`config.mk`:
```
export PLATFORM = sky130hd
export DESIGN_NAME = fifo_uart_tx
export DESIGN_NICKNAME = d
export VERILOG_FILES = /design/src/rtl/fifo_uart_tx.sv
export SDC_FILE = /design/constraint.sdc
export NUM_CORES = 1
export LEC_CHECK = 0
export BUFFER_PORTS_ARGS = -buffer_cell sky130_fd_sc_hd__buf_2
export CAP_MARGIN = 20
export CORE_UTILIZATION = 55
export DETAILED_ROUTE_END_ITERATION = 6
export PLACE_DENSITY = 0.77
export SLEW_MARGIN = 10
export SYNTH_ARGS = -nofsm -noshare
export SYNTH_HDL_FRONTEND = slang
export SYNTH_SLANG_ARGS = --single-unit
export TNS_END_PERCENT = 1
```
`constraint.sdc`:
```
create_clock -name clock -period 1.8 [get_ports clock]
set_input_delay 0.09 -clock clock [delete_from_list [all_inputs] [get_ports clock]]
set_output_delay 0.09 -clock clock [all_outputs]
set_load 0.1 [all_outputs]
```
`src/rtl/fifo_uart_tx.sv`:
```
// Drains bytes from a synchronous FIFO read port and serialises each one as an
// 8N1 UART frame, LSB first. Copes with registered read data and dropped reads.
module fifo_uart_tx #(
  parameter int DATA_WIDTH   = 8,
  parameter int CLKS_PER_BIT = 16,
  parameter int CNT_WIDTH    = 16
) (
  input  logic                  clock,
  input  logic                  reset,
  input  logic                  empty,
  input  logic [DATA_WIDTH-1:0] data_in,
  input  logic                  wr_active,
  output logic                  ren,
  output logic                  tx,
  output logic                  busy,
  output logic                  tx_done
);

  localparam int BIT_W = (DATA_WIDTH > 1) ? $clog2(DATA_WIDTH) : 1;
  localparam logic [CNT_WIDTH-1:0] BAUD_LAST = CNT_WIDTH'(CLKS_PER_BIT - 1);
  localparam logic [BIT_W-1:0]     BIT_LAST  = BIT_W'(DATA_WIDTH - 1);

  typedef enum logic [2:0] {IDLE, REQ, LOAD, START, DATA, STOP} state_t;

  state_t                state, state_n;
  logic [CNT_WIDTH-1:0]  baud_cnt, baud_cnt_n;
  logic [BIT_W-1:0]      bit_cnt, bit_cnt_n;
  logic [DATA_WIDTH-1:0] shift, shift_n;
  logic                  ren_n, tx_n;
  logic                  baud_end;

  assign baud_end = (baud_cnt == BAUD_LAST);
  assign busy     = (state != IDLE);
  assign tx_done  = (state == STOP) && baud_end;

  always_ff @(posedge clock) begin
    if (reset) begin
      state    <= IDLE;
      ren      <= 1'b0;
      tx       <= 1'b1;
      baud_cnt <= '0;
      bit_cnt  <= '0;
      shift    <= '0;
    end else begin
      state    <= state_n;
      ren      <= ren_n;
      tx       <= tx_n;
      baud_cnt <= baud_cnt_n;
      bit_cnt  <= bit_cnt_n;
      shift    <= shift_n;
    end
  end

  always_comb begin
    state_n    = state;
    ren_n      = 1'b0;
    tx_n       = tx;
    baud_cnt_n = baud_end ? '0 : baud_cnt + 1'b1;
    bit_cnt_n  = bit_cnt;
    shift_n    = shift;
    case (state)
      IDLE: begin
        baud_cnt_n = '0;
        if (!empty) begin
          state_n = REQ;
          ren_n   = 1'b1;
        end
      end
      // A write in the strobe cycle makes the FIFO drop our read; go back and retry.
      REQ: begin
        baud_cnt_n = '0;
        state_n    = wr_active ? IDLE : LOAD;
      end
      LOAD: begin
        baud_cnt_n = '0;
        bit_cnt_n  = '0;
        shift_n    = data_in;
        tx_n       = 1'b0;
        state_n    = START;
      end
      START: begin
        if (baud_end) begin
          state_n = DATA;
          tx_n    = shift[0];
        end
      end
      DATA: begin
        if (baud_end) begin
          if (bit_cnt == BIT_LAST) begin
            state_n = STOP;
            tx_n    = 1'b1;
          end else begin
            bit_cnt_n = bit_cnt + 1'b1;
            shift_n   = {1'b0, shift[DATA_WIDTH-1:1]};
            tx_n      = shift[1];
          end
        end
      end
      STOP: begin
        if (baud_end) state_n = IDLE;
      end
      default: begin
        state_n = IDLE;
        tx_n    = 1'b1;
      end
    endcase
  end

endmodule
```
Word-level counts from Yosys, hierarchy flattened
Cells that the tools add are included.
Storage, ports and cells
  bits in registers: 32
  input port bits: 12
  output and inout port bits: 4
  word-level logic and storage cells: 51
Cells by class
  add/subtract/negate cells: 2
  equality and inequality tests: 13
  muxes and demuxes: 18
  bitwise logic cells: 2
  reduce and logical (&&, ||, !) cells: 10
Operators by type and width (number)
  $mux 3: 7
  $pmux 3 s6: 1
  $add 16x1->16 const B: 1
  $eq 16x4->1 const B: 1
  $mux 8: 2
  $pmux 8 s2: 1
  $ne 2x2->1 const B: 6
  $eq 3x3->1 const B: 3
  $eq 3x2->1 const B: 2
  $pmux 3 s2: 1
  $reduce_and 3->1: 2
  $reduce_and 5->1: 1
  $reduce_or 5->1: 1
  $mux 1: 4
  $pmux 1 s4: 1
  $add 3x1->3 const B: 1
  $eq 3x1->1 const B: 1
  $logic_not 3->1: 1
  $reduce_bool 3->1: 1
  $reduce_or 3->1: 1
  $mux 2: 1
  $not 1->1: 2
  $reduce_bool 2->1: 1
  $reduce_or 2->1: 1
  $logic_and 1x1->1: 1

Depth between registers and ports, before layout
Gate-level depths: netlist of the first run.
  depth in word-level cells: 4
  depth in mapped cells: 7
  mapped depth without buffers: 6

Worst setup path before layout of the first run
OpenSTA, ideal clock, no wires.
  path type: reg2out
  start: register baud_cnt[0]
  end: output port tx_done
  arrival: 1.861 ns
  required time: 1.710 ns
  slack: -0.151 ns
  cell stages (with the launch flop): 6
  buffers on the path: 1
  cell sequence: dfxtp_1 > ha_1 > and3_4 > and4_4 > buf_6 > and3_1
Between the ends
  longest elaborated chain between the ends: 2
RTL lines
  start, declared: line 26  | logic [CNT_WIDTH-1:0] baud_cnt, baud_cnt_n;
  start signal, assigned: line 48  | baud_cnt <= baud_cnt_n;
  $eq 16x4->1: line 32  | assign baud_end = (baud_cnt == BAUD_LAST);
  $logic_and 1x1->1: line 34  | assign tx_done = (state == STOP) && baud_end;
  end, declared: line 16  | output logic tx_done
No other way between the ends.

Worst setup path after layout of the first run
  start: register baud_cnt[3]
  end: output port tx_done
Same word-level chain as after synthesis.

==> impl_metrics.env, run 1 <==
export IMPL_setup_slack_ns=-0.04155
export IMPL_cp_max_fo=6
export IMPL_path_clk_slew_ns=0.11
export IMPL_whs_ns=0.007367
export IMPL_syn2layout_area_growth_pct=21.55
export IMPL_ir_drop_mv=0.7012
export IMPL_ys_types=42
export IMPL_groute_usage_overall_pct=24.08
export IMPL_grt_pass1_wl_microns=5809
export IMPL_post_route_period_util_pct=102.3
export IMPL_ys_top_cells_by_count="dfxtp_1, nor2_1, nand2b_1"
export IMPL_synth_most_common_cell="dfxtp_1"
export IMPL_rsz0062_at_grt="yes"
export IMPL_pin_count=16
export IMPL_ys_seq_elements=32
export IMPL_drive_gt1_share_pct=28.08
export IMPL_port_buffer_count=15
export IMPL_grt_pass1_vias=1297
export IMPL_synthTopCellsByArea="dfxtp_1, nand2b_1, a32oi_1, xor2_1, nor2_1"
export IMPL_final_fill_count=191
export IMPL_grt_overflow=0
export IMPL_status="finished with violations"
export IMPL_slew_headroom_pct=67.20
export IMPL_clkSinkCount=32
export IMPL_setup_violations_final=1
export IMPL_worstPathArrival_ns=1.75
export IMPL_cts_root_buf="clkbuf_4"
export IMPL_via_per_inst=6.073
export IMPL_final_antenna_net_count=0
export IMPL_async_reset_ff_share_pct=0
export IMPL_drtIter0Drc=73
export IMPL_fin_setup_tns_ns=-0.04155
export IMPL_wl_per_cell_microns=14.67
export IMPL_die_x_microns=55.58
export IMPL_drtPass1Iterations=4
export IMPL_max_freq_mhz=543.0
export IMPL_cts_tree="done"
export IMPL_layout_nets=217
export IMPL_syn_area_per_cell_sq_um=9.127
export IMPL_final_max_slew_viol_count=0
export IMPL_cts_inserted_buffers=5
export IMPL_drc=0
export IMPL_worstHoldPathType="input port to flip-flop"
export IMPL_n_antenna_cell=0
export IMPL_gp_congestion=0.7997
export IMPL_synth_seq_area_share_pct=40.57
export IMPL_wl_microns=3432
export IMPL_crit_type="flip-flop to output pin"
export IMPL_clk_path_buf_depth=2
export IMPL_worst_pin_slew_ns=0.4919
export IMPL_synth_area_leader_cell="dfxtp_1"
export IMPL_power_density_mw_per_mm2=670.5
export IMPL_finalHoldViolations=0
export IMPL_syn_cell_area_sq_mm=0.001579
export IMPL_std_cell_rows=19
export IMPL_end_kind="output pin"
export IMPL_antenna_found_initial=0
export IMPL_skew_ns=0.01502
export IMPL_syn_inst=173
export IMPL_synth_top_area_share_pct=40.57
export IMPL_grt_max_degree=29
export IMPL_place_ws_ns=0.06125
export IMPL_synthFlopType="dfxtp_1"
export IMPL_htree_num_levels=2
export IMPL_dieArea_sq_mm=0.003089
export IMPL_initial_core_util_pct=57.76
export IMPL_p_leak_nw=0.6877
export IMPL_die_h_microns=55.58
export IMPL_synth_edf_count=0
export IMPL_syn_nets=188
export IMPL_multiInputGateArea_sq_um=909.6
export IMPL_dp_hpwl_microns=2150
export IMPL_cp_required_ns=1.71
export IMPL_cap_violations=0
export IMPL_clock_latency_ns=0.35
export IMPL_ys_warn_count=0
export IMPL_seqCellArea_sq_um=653.1
export IMPL_core_area_sq_mm=0.002734
export IMPL_period_minus_slack_ns=1.842
export IMPL_startpoint_type="flip-flop"
export IMPL_vias=1421
export IMPL_violations="negative setup slack"
[placed cells by master, fill, tap and decap left out, drive strengths merged, types with 2 or more instances in the layout]
cell type / count
o22ai: 7
or4: 3
nand2: 6
a32oi: 7
o31ai: 3
and4: 4
inv: 7
nor3: 3
dfxtp: 32
and3: 3
clkbuf: 6
nor4b: 2
clkinv: 2
o32ai: 2
ha: 3
nand3: 4
nor2: 16
a21oi: 8
nor2b: 2
xnor2: 4
buf: 30
xor2: 7
nor4: 3
a211oi: 3
o21ai: 6
or3: 3
and2: 2
nand2b: 11
nand4: 5
dlygate4sd3: 2
[stage by stage]
step	cells	power, mW	utilization [%]	cell area (sq um)
after floorplan	173	0.8297	-	1580
after global routing	234	1.341	70.21	1919
after CTS	234	1.294	69.11	1889
after global placement	217	0.8553	62.56	1710
after detailed placement	217	0.8571	62.56	1710
final	234	1.287	70.21	1919
[kinds of logic (layout without fill, tap and decap cells)]
logic type	Yosys count	in the layout	share of synthesized area, %
AOI/OAI and AO/OA	40	40	17.12
xor gates and xnor gates	11	11	6.101
adders and majority gates	3	3	2.377
buffers and inverters	17	47	5.389
DFF	32	32	40.57
muxes	1	1	0.6339
and+or+nand+nor	69	69	27.81
[critical path: stages, from the launching register on]
cell     delay [ns]
dfxtp_1        0.51
and3_4         0.25
and4_4         0.21
buf_8          0.10
and3_4         0.19
buf_12         0.17
[metal layers]
| layer | part of all wire (%) | track usage, % | up-vias |
|---|---|---|---|
| met4 | 1.7 | 10.00 | 0 |
| met1 | 46 | 30.25 | 692 |
| li1 | - | - | 695 |
| met3 | 4.7 | 7.907 | 6 |
| met5 | 0 | 0 | - |
| met2 | 48 | 38.04 | 28 |
[power breakdown]
group	total, mW	internal, mW	switching [mW]
sequential	0.735	0.718	0.0166
clock	0.442	0.186	0.256
combinational	0.110	0.0412	0.0692
total	1.29	0.945	0.342
[layout make-up]
class	instances	area share, %
Clock inverter	2	0.5215
Timing Repair Buffer	32	11.99
Clock buffer	6	2.673
Inverter	7	1.369
Multi-Input combinational cell	124	47.39
Tap cell	31	2.021
Sequential cell	32	34.03
[timing repair]
item,in CTS,in global routing
resized for setup,10,9
hold buffers,2,0
endpoints found under the hold margin,2,0
pin swaps,4,4
buffers inserted,7,0
setup endpoints to repair,1,3
[state kept, by name, indices dropped and copies added, names as in the netlist]
name      flops
shift         8
ren           1
bit_cnt       3
baud_cnt     16
state         3
tx            1
[final timing paths]
| path | start | to | slack (ns) | cells after the start |
|---|---|---|---|---|
| setup / recovery | baud_cnt[3] | tx_done | -0.04 | 5 |
| hold / removal | wr_active | state[1] | 0.007 | 3 |
| setup reg to reg | baud_cnt[0] | baud_cnt[13] | 0.12 | 5 |
| hold reg to reg | bit_cnt[0] | bit_cnt[0] | 0.49 | 1 |
Note: power is estimated with default switching activity, not from simulation.
==> inputs of run 2 (changes only) <==
--- a/config.mk
+++ b/config.mk
@@ -7,9 +7,9 @@
 export LEC_CHECK = 0
 export BUFFER_PORTS_ARGS = -buffer_cell sky130_fd_sc_hd__buf_2
 export CAP_MARGIN = 20
-export CORE_UTILIZATION = 55
+export CORE_UTILIZATION = 57
 export DETAILED_ROUTE_END_ITERATION = 6
-export PLACE_DENSITY = 0.77
+export PLACE_DENSITY = 0.79
 export SLEW_MARGIN = 10
 export SYNTH_ARGS = -nofsm -noshare
 export SYNTH_HDL_FRONTEND = slang
==> run 2 against run 1 <==
The run still ends with negative setup slack left; via count rose by 2.5%; critical path depth did not move; global-route usage rose by 0.86 points; final cell count fell by 1.3%; combinational power rose by 7%; maximum frequency rose by 0.30%; largest power group unchanged; highest routed layer unchanged.
==> impl_metrics.env, run 2 (same netlist as run 1, synthesis figures left out) <==
export IMPL_timing_rr_end="baud_cnt[13]"
export IMPL_finalHoldViolations=0
export IMPL_startpoint_type="flip-flop"
export IMPL_swShare_pct=25.66
export IMPL_pin_count=16
export IMPL_reg2regPathDepth=5
export IMPL_path_delay_family="simple AND/OR/NAND/NOR gates"
export IMPL_mostFrequentLayoutCell="dfxtp_1"
export IMPL_cts_root_buf="clkbuf_4"
export IMPL_setup_slack_ns=-0.03599
export IMPL_whs_ns=0.01427
export IMPL_cp_required_ns=1.71
export IMPL_syn2layout_area_growth_pct=18.54
export IMPL_power_frac_comb_pct=9.2
export IMPL_end_kind="output pin"
export IMPL_cts_inserted_buffers=5
export IMPL_clock_latency_ns=0.34
export IMPL_fin_setup_tns_ns=-0.03599
export IMPL_clkPwrFrac_pct=33.8
export IMPL_top_layer="met4"
export IMPL_route_met3_wl_microns=167
export IMPL_drtIter0Drc=55
export IMPL_dr_wl_met2_microns=1653
export IMPL_worstHoldPathType="input port to flip-flop"
export IMPL_final_cell_area_sq_mm=0.001872
export IMPL_seqPwrFrac_pct=57.0
export IMPL_max_stage_delay_ns=0.35
export IMPL_intPower_uw=954.4
export IMPL_die_x_microns=54.63
export IMPL_max_freq_mhz=544.7
export IMPL_port_buffer_count=15
export IMPL_dieArea_sq_mm=0.002984
export IMPL_wl_per_cell_microns=14.90
export IMPL_reg_largest_list="baud_cnt: 16 flops, shift: 8 flops"
export IMPL_post_route_period_util_pct=102.0
export IMPL_grt_overflow=0
export IMPL_dp_hpwl_microns=2193
export IMPL_htree_num_levels=2
export IMPL_wl_met1_microns=1551
export IMPL_path_clk_slew_ns=0.09
export IMPL_drtPass1Iterations=5
export IMPL_placed_area_sq_mm=0.001717
export IMPL_rr_startpoint="baud_cnt[0]"
export IMPL_startpoint="baud_cnt[9]"
export IMPL_drive_gt1_share_pct=24.38
export IMPL_initial_core_util_pct=62.05
export IMPL_grt_pass1_wl_microns=5216
export IMPL_core_area_sq_mm=0.002545
export IMPL_p_total_mw=1.284
export IMPL_worstPathArrival_ns=1.75
export IMPL_via_per_inst=6.307
export IMPL_final_cell_mix="dfxtp_1, nor2_1, buf_2"
export IMPL_worst_pin_slew_ns=0.5004
export IMPL_grt_pass1_vias=1155
export IMPL_slew_headroom_pct=66.64
export IMPL_p_leak_nw=0.6693
export IMPL_clk_path_buf_depth=2
export IMPL_drc=0
export IMPL_cp_num_cells=5
export IMPL_rsz0062_at_grt="yes"
export IMPL_wl_microns=3441
export IMPL_cp_cell_sequence="nor4_4, and4_4, buf_8, and3_4, buf_12"
export IMPL_cp_max_fo=3
export IMPL_vias=1457
export IMPL_cp_endpoint="tx_done"
export IMPL_status="finished with violations"
export IMPL_r2r_slack_ns=0.06
export IMPL_setup_violations_final=1
export IMPL_layout_nets=215
export IMPL_switchingPower_uw=329.4
export IMPL_utilization_pct=73.55
export IMPL_die_h_microns=54.63
export IMPL_violations="negative setup slack"
export IMPL_clkSinkCount=32
export IMPL_skew_ns=0.002394
export IMPL_regMostFlops="baud_cnt"
export IMPL_cts_tree="done"
export IMPL_final_antenna_net_count=0
export IMPL_cpMaxStageDelayCell="dfxtp_2"
export IMPL_std_cell_rows=18
export IMPL_ir_drop_mv=0.6855
export IMPL_largest_reg_flops=16
export IMPL_gp_congestion=0.8148
export IMPL_groute_usage_overall_pct=24.94
export IMPL_crit_type="flip-flop to output pin"
export IMPL_final_max_slew_viol_count=0
export IMPL_n_antenna_cell=0
export IMPL_period_minus_slack_ns=1.836
export IMPL_grt_max_degree=29
export IMPL_antenna_found_initial=0
export IMPL_power_density_mw_per_mm2=685.9
export IMPL_crit_buf_inv=2
export IMPL_cap_violations=0
## run 2: cell types whose count changed in the layout (fill, tap and decap cells not counted), moves of 2 or more
cell	delta
dfxtp_2	-2
clkinv_2	-2
clkbuf_1	+2
buf_4	-2
dfxtp_1	+3
## run 2: final cells by class
class / count / area, sq um
multi-input combinational: 124 / 887.1
fill: 195 / 673.1
sequential: 32 / 646.9
timing repair buffer: 30 / 215.2
clock buffer: 8 / 58.81
tap: 30 / 37.54
inverter: 7 / 26.28
## run 2: worst reg2reg max path, stage by stage (launching register included)
cell     delay [ns]
dfxtp_2        0.34
ha_2           0.19
and3_4         0.15
and4_4         0.17
or3_1          0.58
a21oi_1        0.24
## run 2: layer usage
layer / vias to the layer above / GRT usage (%)
li1: 690 / -
met1: 706 / 33.78
met2: 49 / 36.95
met3: 12 / 7.500
met4: 0 / 8.974
met5: - / 0
## run 2: timing repair
action,4_1_cts,5_1_grt
pin swaps,4,4
endpoints found under the hold margin,2,0
buffers inserted,4,0
hold buffers,2,0
resized for setup,10,2
endpoints found under the setup margin,2,6
## run 2: per-stage QoR
stage / worst slack [ns] / instances
finish: -0.03599 / 231
global placement: 0.1265 / 217
CTS: -0.04155 / 231
global route: -0.09895 / 231
floorplan: 0.1320 / 173
detailed placement: 0.02108 / 217
## run 2: worst min path at each step
stage / from / end / slack, ns / cells after the start
2_1_floorplan: empty / ren / 0.17 / 1
3_3_place_gp: empty / ren / 0.28 / 2
3_5_place_dp: empty / ren / 0.28 / 2
4_1_cts: wr_active / state[1] / 0.01 / 3
5_1_grt: wr_active / state[1] / 0.02 / 3
6_report: wr_active / state[1] / 0.01 / 3
## run 2: power groups by stage
stage | registers [mW] | clock network [mW] | logic (mW)
detailed placement | 0.749 | 0 | 0.112
global route | 0.735 | 0.460 | 0.126
floorplan | 0.753 | 0 | 0.0763
global placement | 0.747 | 0 | 0.110
finish | 0.732 | 0.434 | 0.118
CTS | 0.732 | 0.438 | 0.116
